$ cat src/rtl/keccak_padder_multi_pkg.sv
// Shared constants, state encoding and helpers for the multi-message Keccak padder.
package keccak_pkg;

  localparam int RATE_SHA3_224 = 18;
  localparam int RATE_SHA3_256 = 17;
  localparam int RATE_SHA3_384 = 13;
  localparam int RATE_SHA3_512 = 9;
  localparam int RATE_SHAKE128 = 21;
  localparam int RATE_SHAKE256 = 17;

  localparam logic [7:0] DS_KECCAK = 8'h01;
  localparam logic [7:0] DS_SHA3   = 8'h06;
  localparam logic [7:0] DS_SHAKE  = 8'h1F;

  typedef enum logic [1:0] {
    IDLE,
    ABSORB,
    PAD,
    FULL
  } pad_state_e;

  // Zero or oversize rates fall back to the widest block the buffer holds.
  function automatic int clamp_rate(input int rate, input int max_rate);
    return (rate == 0 || rate > max_rate) ? max_rate : rate;
  endfunction

endpackage

$ cat src/rtl/keccak_padder_multi_if.sv
// Byte-stream input and block output bundle between user, padder and permutation.
interface keccak_padder_multi_if
  import keccak_pkg::*;
#(
  parameter int MAX_RATE_WORDS = 21,
  parameter int CNT_W          = $clog2(MAX_RATE_WORDS + 1)
);

  logic [CNT_W-1:0]              rate_words;
  logic [7:0]                    dsbyte;
  logic [63:0]                   in;
  logic                          in_valid;
  logic                          is_last;
  logic [2:0]                    byte_num;
  logic                          in_ready;
  logic [64*MAX_RATE_WORDS-1:0]  out;
  logic                          out_valid;
  logic                          out_last;
  logic                          f_ack;

  modport master (
    output rate_words, dsbyte, in, in_valid, is_last, byte_num, f_ack,
    input  in_ready, out, out_valid, out_last
  );

  modport slave (
    input  rate_words, dsbyte, in, in_valid, is_last, byte_num, f_ack,
    output in_ready, out, out_valid, out_last
  );

endinterface

$ cat src/rtl/keccak_padder_multi_pad_word.sv
// Builds one buffer word: truncates a final word, inserts the domain byte, sets the 0x80 end marker.
module keccak_pad_word
  import keccak_pkg::*;
(
  input  logic [63:0] in_i,
  input  logic [2:0]  byte_num_i,
  input  logic [7:0]  ds_i,
  input  logic        is_last_i,
  input  logic        is_final_slot_i,
  output logic [63:0] word_o
);

  always_comb begin
    word_o = '0;
    for (int b = 0; b < 8; b++) begin
      if (!is_last_i || b < int'(byte_num_i)) begin
        word_o[63-8*b -: 8] = in_i[63-8*b -: 8];
      end else if (b == int'(byte_num_i)) begin
        word_o[63-8*b -: 8] = ds_i;
      end
    end
    // OR rather than overwrite so a domain byte landing in byte 7 keeps its bits.
    if (is_final_slot_i) begin
      word_o[7:0] = word_o[7:0] | 8'h80;
    end
  end

endmodule

$ cat src/rtl/keccak_padder_multi.sv
// Multi-message Keccak/SHA-3 padder: packs 64-bit words into rate-sized blocks with pad10*1.
//   state  | meaning
//   IDLE   | waiting for the first word of a message; rate/ds sampled here
//   ABSORB | accepting data words into the current block
//   PAD    | filling the rest of the final block with zero words
//   FULL   | block presented to the permutation until f_ack
module keccak_padder_multi
  import keccak_pkg::*;
#(
  parameter int MAX_RATE_WORDS = 21,
  parameter int CNT_W          = $clog2(MAX_RATE_WORDS + 1)
)(
  input  logic                  clk,
  input  logic                  reset,
  keccak_padder_multi_if.slave  bus
);

  pad_state_e        state_q;
  logic [CNT_W-1:0]  cnt_q;
  logic [CNT_W-1:0]  rate_q;
  logic [7:0]        ds_q;
  logic              last_q;
  logic              in_ready_q;
  logic              out_valid_q;
  logic              out_last_q;
  logic [63:0]       blk_q [MAX_RATE_WORDS];

  logic              accept;
  logic [CNT_W-1:0]  rate_sel;
  logic [CNT_W-1:0]  rate_cur;
  logic [CNT_W-1:0]  slot;
  logic [CNT_W-1:0]  slot_nxt;
  logic              reach;
  logic [63:0]       pw_in;
  logic              pw_last;
  logic [7:0]        pw_ds;
  logic              pw_final;
  logic [63:0]       pad_word;
  logic [64*MAX_RATE_WORDS-1:0] out_flat;

  always_comb begin
    accept   = bus.in_valid & in_ready_q;
    rate_sel = CNT_W'(clamp_rate(int'(bus.rate_words), MAX_RATE_WORDS));
    rate_cur = (state_q == IDLE) ? rate_sel : rate_q;
    slot     = (state_q == IDLE) ? '0 : cnt_q;
    slot_nxt = slot + CNT_W'(1);
    reach    = (slot_nxt == rate_cur);
    pw_in    = (state_q == PAD) ? 64'd0 : bus.in;
    pw_last  = (state_q == PAD) ? 1'b0 : bus.is_last;
    pw_ds    = (state_q == IDLE) ? bus.dsbyte : ds_q;
    // The end marker belongs only to the message's last block.
    pw_final = (state_q == PAD) ? reach : (bus.is_last & reach);
  end

  keccak_pad_word u_pad_word (
    .in_i            (pw_in),
    .byte_num_i      (bus.byte_num),
    .ds_i            (pw_ds),
    .is_last_i       (pw_last),
    .is_final_slot_i (pw_final),
    .word_o          (pad_word)
  );

  always_ff @(posedge clk) begin
    if (reset) begin
      state_q     <= IDLE;
      cnt_q       <= '0;
      rate_q      <= CNT_W'(MAX_RATE_WORDS);
      ds_q        <= '0;
      last_q      <= 1'b0;
      in_ready_q  <= 1'b1;
      out_valid_q <= 1'b0;
      out_last_q  <= 1'b0;
      for (int k = 0; k < MAX_RATE_WORDS; k++) blk_q[k] <= '0;
    end else begin
      case (state_q)
        IDLE, ABSORB: begin
          if (accept) begin
            if (state_q == IDLE) begin
              rate_q <= rate_sel;
              ds_q   <= bus.dsbyte;
            end
            blk_q[slot] <= pad_word;
            cnt_q       <= slot_nxt;
            if (reach) begin
              state_q     <= FULL;
              last_q      <= bus.is_last;
              out_valid_q <= 1'b1;
              out_last_q  <= bus.is_last;
              in_ready_q  <= 1'b0;
            end else if (bus.is_last) begin
              state_q    <= PAD;
              in_ready_q <= 1'b0;
            end else begin
              state_q <= ABSORB;
            end
          end
        end
        PAD: begin
          blk_q[slot] <= pad_word;
          cnt_q       <= slot_nxt;
          if (reach) begin
            state_q     <= FULL;
            last_q      <= 1'b1;
            out_valid_q <= 1'b1;
            out_last_q  <= 1'b1;
          end
        end
        FULL: begin
          if (bus.f_ack) begin
            for (int k = 0; k < MAX_RATE_WORDS; k++) blk_q[k] <= '0;
            cnt_q       <= '0;
            out_valid_q <= 1'b0;
            out_last_q  <= 1'b0;
            in_ready_q  <= 1'b1;
            state_q     <= last_q ? IDLE : ABSORB;
          end
        end
        default: state_q <= IDLE;
      endcase
    end
  end

  always_comb begin
    out_flat = '0;
    for (int k = 0; k < MAX_RATE_WORDS; k++) begin
      out_flat[64*MAX_RATE_WORDS-1-64*k -: 64] = blk_q[k];
    end
  end

  assign bus.out       = out_flat;
  assign bus.in_ready  = in_ready_q;
  assign bus.out_valid = out_valid_q;
  assign bus.out_last  = out_last_q;

endmodule
$ cat src/flat_wrapper.sv
// flat-port wrapper written by rule: the top's interface ports become plain ports
module keccak_padder_multi_flat import keccak_pkg::*;
#(
  parameter int MAX_RATE_WORDS = 21,
  parameter int CNT_W          = $clog2(MAX_RATE_WORDS + 1)
)
  (clk, reset, bus_rate_words, bus_dsbyte, bus_in, bus_in_valid, bus_is_last, bus_byte_num, bus_f_ack, bus_in_ready, bus_out, bus_out_valid, bus_out_last);
  keccak_padder_multi_if #(.MAX_RATE_WORDS(MAX_RATE_WORDS), .CNT_W(CNT_W)) bus_i ();
  input  logic clk;
  input  logic reset;
  input wire logic [$bits(bus_i.rate_words)-1:0] bus_rate_words;
  input wire logic [$bits(bus_i.dsbyte)-1:0] bus_dsbyte;
  input wire logic [$bits(bus_i.in)-1:0] bus_in;
  input wire logic [$bits(bus_i.in_valid)-1:0] bus_in_valid;
  input wire logic [$bits(bus_i.is_last)-1:0] bus_is_last;
  input wire logic [$bits(bus_i.byte_num)-1:0] bus_byte_num;
  input wire logic [$bits(bus_i.f_ack)-1:0] bus_f_ack;
  output wire logic [$bits(bus_i.in_ready)-1:0] bus_in_ready;
  output wire logic [$bits(bus_i.out)-1:0] bus_out;
  output wire logic [$bits(bus_i.out_valid)-1:0] bus_out_valid;
  output wire logic [$bits(bus_i.out_last)-1:0] bus_out_last;
  assign bus_i.rate_words = bus_rate_words;
  assign bus_i.dsbyte = bus_dsbyte;
  assign bus_i.in = bus_in;
  assign bus_i.in_valid = bus_in_valid;
  assign bus_i.is_last = bus_is_last;
  assign bus_i.byte_num = bus_byte_num;
  assign bus_i.f_ack = bus_f_ack;
  assign bus_in_ready = bus_i.in_ready;
  assign bus_out = bus_i.out;
  assign bus_out_valid = bus_i.out_valid;
  assign bus_out_last = bus_i.out_last;
  keccak_padder_multi #(.MAX_RATE_WORDS(MAX_RATE_WORDS), .CNT_W(CNT_W)) u_core (.clk(clk), .reset(reset), .bus(bus_i));
endmodule
$ cat config.mk
export PLATFORM = sky130hd
export DESIGN_NAME = keccak_padder_multi_flat
export DESIGN_NICKNAME = d
export VERILOG_FILES = /design/src/rtl/keccak_padder_multi_pkg.sv /design/src/rtl/keccak_padder_multi_if.sv /design/src/rtl/keccak_padder_multi_pad_word.sv /design/src/rtl/keccak_padder_multi.sv /design/src/flat_wrapper.sv
export SDC_FILE = /design/constraint.sdc
export NUM_CORES = 2
export LEC_CHECK = 0
export ABC_AREA = 1
export CAP_MARGIN = 10
export CORE_AREA = 2 2 564 566
export DETAILED_ROUTE_END_ITERATION = 8
export DIE_AREA = 0 0 566 568
export PLACE_DENSITY_LB_ADDON = 0.1
export SETUP_SLACK_MARGIN = 0.02
export SLEW_MARGIN = 20
export SYNTH_ARGS = -nofsm -noshare
export SYNTH_HDL_FRONTEND = slang
export SYNTH_SLANG_ARGS = --single-unit
$ cat constraint.sdc
create_clock -name clk -period 6.9 [get_ports clk]
set_clock_uncertainty 0.15 [all_clocks]
set_input_delay 0.69 -clock clk [delete_from_list [all_inputs] [get_ports clk]]
set_output_delay 0.69 -clock clk [all_outputs]
set_load 0.005 [all_outputs]
# Word-level counts from Yosys, hierarchy flattened
# Memory sizes are Yosys's and may differ from the RTL's.
# Index checks and enable logic that the tools add are counted.
[word_totals]
regBits = 24
mem_bits_rw = 1344
out_inout_bits = 1347
wordCells = 166
n_memories = 1
[memory_table]
columns = ["name", "depth", "width", "rd", "rd_ports_with_merged_regs", "write_ports", "line_no", "rtl"]
rows = [
  ["u_core.blk_q", 21, 64, 21, 0, 21, "keccak_padder_multi.sv:26", "logic [63:0] blk_q [MAX_RATE_WORDS];"],
]
[op_classes]
add_sub_neg = 1
n_lt_le_gt_ge = 8
eq_ne = 16
n_mux = 86
bitwise_logic = 24
reduce_logical = 22
[op_table]
columns = ["cell", "n"]
rows = [
  ["2-to-1 mux 64 bit", 24],
  ["2-to-1 mux 8 bit", 18],
  ["OR reduction 64 bit", 1],
  ["2-to-1 mux 5 bit", 6],
  ["2-to-1 mux 1 bit", 27],
  ["OR 1 bit", 22],
  ["case mux 5 bit (3 select lines)", 1],
  ["equality test 3 bit (first input constant)", 4],
  ["AND reduction 4 bit", 3],
  ["2-to-1 mux 2 bit", 5],
  ["less-than comparator 3 bit (first input constant)", 3],
  ["logical OR 1 bit", 8],
  ["equality test 2 x 3 -> 1 bit (first input constant)", 2],
  ["less-than comparator 1 x 3 -> 1 bit (first input constant)", 2],
  ["less-than comparator 2 x 3 -> 1 bit (first input constant)", 2],
  ["inequality test 2 x 1 -> 1 bit (second input constant)", 3],
  ["case mux 1 bit (3 select lines)", 2],
  ["case mux 2 bit (3 select lines)", 1],
  ["adder 5 x 1 -> 5 bit (second input constant)", 1],
  ["equality test 5 bit", 1],
  ["greater-than comparator 5 bit (second input constant)", 1],
  ["logical NOT 5 bit", 1],
  ["equality test 2 bit (second input constant)", 2],
  ["case mux 1 bit (2 select lines)", 2],
  ["other kinds (12)", 15],
]

# Depth between registers and ports, before layout
[logic_depth]
word_depth = 10
depth_mapped = 18
mapped_depth_nobuf = 18

# By module
# From an unflattened synthesis, not the netlist that was laid out.
[hier_totals]
cells_unflattened = 3686
hier_area_um2 = 50273.2
[by_module_without_submodules]
columns = ["mod", "instances", "cells_per_inst", "area_per_inst_um2", "seq_area_each_um2"]
rows = [
  ["keccak_padder_multi", 1, 3453, 49243.5, 40839.2],
  ["keccak_pad_word", 1, 233, 1029.7, 0.0],
]

# Worst setup path before layout
# Ideal clock, no wire load.
[synth_timing]
path_type = "reg-to-reg"
start = "reg u_core.state_q[1]"
end = "mem u_core.blk_q[11][0], enable pin"
setup_ps = 424
arrival_ps = 3309
required_time_ps = 6326
slack_ps = 3017
path_stages_with_launch = 12
path_buffers = 2
period_less_slack_ps = 3883
path_cell_list = "dfxtp_1 nor2_2 buf_2 nor2_1 ha_1 inv_1 nor2_1 inv_1 nor2_1 inv_1 clkbuf_1 nand2_1"
[synth_rtl]
columns = ["element", "line_no", "rtl"]
rows = [
  ["from (decl)", "keccak_padder_multi.sv:18", "pad_state_e state_q;"],
  ["from (signal assigned)", "keccak_padder_multi.sv:116", "state_q <= last_q ? IDLE : ABSORB;"],
  ["to (decl)", "keccak_padder_multi.sv:26", ""],
]

==> run summary <==
total congestion overflow after global routing - 0
clock period minus final worst setup slack - 4.42 ns
hold-fix buffer count after cts - 0
leading area contributor after synthesis - sky130_fd_sc_hd__edfxtp_1
number of vias in the routed layout - 36.0k
final count of hold timing violations - 0
count of mapped cells out of synthesis - 4100
area growth from synthesis to layout - 51.3%
worst-path maximum fanout - 64
static leakage power - 32.3 nW
die extent in y - 568 um
Cell Pwr Density - 279 nW/um^2
Mapped Area - 51800 um^2
average detailed-routed wire length per instance - 29.7 um
dominant synthesized flop cell - sky130_fd_sc_hd__edfxtp_1
Worst slew margin - 26.4%
detailed-route DRC error count - 0
worst-path cell chain - inv_2 -> nand2_2 -> nand2_1 -> inv_1 -> ha_1 -> nand2_1 -> nor2_4 -> buf_4 -> inv_2 -> nand2_4 -> buf_4
accumulated negative setup slack - 0 ns
largest net degree at the start of global routing - 65
number of port buffers - 1431
number of pins exceeding their max-slew limit in the final report - 0
number of register bits inferred by synthesis - 1368
async set or reset register ratio after synthesis - 0%
FILL cells - 33.1k
Finished Core Util - 24.8%
Critical Path End Type - register
WS Path Type - reg2reg
drt initial violations - 2385
fraction of the yosys area taken by sequential cells - 78.8%
outcome - finished, final reports clean
chip width - 566 um
internal power summed over all cells - 0.0159 W
HPWL reported at the end of detailed placement - 211000 um
Avg Cell Area, Syn - 12.6 um^2
required time of the worst setup path - 7.17 ns
critical path startpoint category - register
ranking of synthesized cells by area - sky130_fd_sc_hd__edfxtp_1 (78%), sky130_fd_sc_hd__nand2_1 (5.8%), sky130_fd_sc_hd__inv_1 (5.5%), sky130_fd_sc_hd__nor2_1 (4.9%), sky130_fd_sc_hd__buf_2 (1.4%)
most frequent standard cell in the layout excluding fill and tap cells - sky130_fd_sc_hd__clkdlybuf4s50_1
switching power as a share of total power - 27.5%
RSZ-0062 raised after global routing - false
data arrival at the endpoint of the critical path - 4.69 ns
Worst Setup Slack, final - 2.48 ns
per-cell via count in the routed design - 3.63
syn nets - 4189
global-route wire length before repair - 383000 um
I/O pin count - 1432
Total Routing Usage GR - 17.9%
post-synth top area share - 77.9%
relative contribution of sequential cells to total power - 44.6%
Row Count - 207
total detailed-routing wirelength - 295000 um
number of buffers created by CTS - 181
combinational power share - 13.4%
count of non-filler cells in the finished layout - 9929
post-CTS clock slew at the launch and capture registers of the worst setup and hold paths - 0.06 ns
number of enable-type register cells in the synthesized netlist - 1344
Ys Warns - 0
clk buf depth - 4
Tightest Pin Transition - 1.10 ns
highest clock frequency the design can meet - 226 MHz
Max H-tree Level - 4
Die Footprint - 321000 um^2
CP max-delay cell - sky130_fd_sc_hd__buf_4
leading cell types in the layout, fill and taps excluded - sky130_fd_sc_hd__clkdlybuf4s50_1 (1431), sky130_fd_sc_hd__edfxtp_1 (1344), sky130_fd_sc_hd__nand2_1 (772)
placer's final routability congestion estimate - 0.756
fraction of layout instances using a drive strength above 1 - 9.29%
switching pwr - 0.00600 W
Net count, final - 5683
count of max-cap constraint violations - 0
Largest stage delay, worst path - 0.71 ns
clk sinks - 1368
clock latency reported for the late side of the worst-skew pair - 0.82 ns
initial antenna violation count - 69
Post-Place Cells - 9591
core footprint - 316000 um^2
clock network fraction of total power - 41.9%
Max IR drop VDD - 0.172 mV
Netlist cell types - 32
type of the tightest min-delay check - reg2reg
vias in the first global route - 36.3k
root buf cell - sky130_fd_sc_hd__clkbuf_16
CTS tree - done
Pre-Repair DR Iteration Count - 7
share of the clock period used by the worst path - 64.1%
count of cells resized by post-cts repair - 0
Post-Place Worst Slack - 1.64 ns
antenna violation net count after detailed routing - 0
starting density of the core - 16.4%
final setup fails - 0
number of setup buffers added after CTS - 0
-- power by group through the flow --
stage               Combinational (W)  Sequential [W]  Clock (W)
CTS                           0.00310         0.00976    0.00947
floorplan                    0.000645         0.00995          0
global placement              0.00303         0.00993          0
global route                  0.00312         0.00979    0.00975
detailed placement            0.00309         0.00993          0
finish                        0.00294         0.00975    0.00917
-- metrics by stage --
stage / total power [W] / hold WS, ns / cell area, um^2
5_1_grt: 0.0227 / 0.372 / 78400
6_report: 0.0219 / 0.327 / 78400
4_1_cts: 0.0223 / 0.327 / 78300
2_1_floorplan: 0.0106 / 0.279 / 51800
3_3_place_gp: 0.0130 / 0.325 / 72400
3_5_place_dp: 0.0130 / 0.314 / 72800
-- synth_stat cells, drive strengths merged (4+ instances only) --
library cell and instances:
a21oi 18, a31oi 14, a32oi 16, and2 23
buf 143, clkbuf 129, dfxtp 24, edfxtp 1344
ha 4, inv 768, nand2 796, nand3 36
nor2 703, nor3 6, o21ai 53, o22ai 10
or2 7
-- critical path, delay by kind of cell (launching register included) --
family        cells  cell delay (ns)
buf+inv           5             1.78
fa+ha+maj         1             0.15
flops             1             0.49
simple gates      5             1.18
-- kinds of logic after synthesis --
logic type	count (synthesis)	share of synthesized area [%]
AO/OA/AOI/OAI	113	1.33
adder cells (fa/ha/maj)	4	0.0966
buffers and inverters	1040	7.88
flip-flops	1368	78.8
AND/OR/NAND/NOR	1575	11.9
-- routing by layer --
layer  vias up  track usage, %  part of all wire [%]
met3       331            7.76                   9.9
li1      16103               -                     -
met4        42            3.37                   1.7
met1     18082            20.5                    39
met2      1442            30.9                    49
met5         -               0                 0.095
-- area by class of cell --
type	instances	area (um^2)	share of cell area, %
timing repair buffer	1583	15800	20.1
tap	4180	5230	6.67
inverter	768	2890	3.68
sequential	1368	40800	52.1
antenna	22	55.1	0.0702
multi-input combinational	1692	8090	10.3
clock buffer	233	4790	6.11
clock inverter	83	753	0.961
-- final timing paths --
| kind | endpoint | cells past startpoint | from | slack [ns] |
|---|---|---|---|---|
| hold / removal | u_core.rate_q[4] | 2 | u_core.rate_q[4] | 0.33 |
| setup / recovery | u_core.blk_q[1][8] | 11 | u_core.state_q[1] | 2.48 |
| hold reg to reg | u_core.rate_q[4] | 2 | u_core.rate_q[4] | 0.33 |
| setup reg to reg | u_core.blk_q[1][8] | 11 | u_core.state_q[1] | 2.48 |
-- state kept, by name, summed over array words and instances, names as in the netlist --
| name | flops |
|---|---|
| u_core.ds_q | 8 |
| u_core.bus.out_valid | 1 |
| u_core.bus.in_ready | 1 |
| u_core.cnt_q | 5 |
| u_core.rate_q | 5 |
| u_core.blk_q | 1344 |
| u_core.state_q | 2 |
| u_core.last_q | 1 |
| u_core.bus.out_last | 1 |
(Power assumes the default switching activity.)
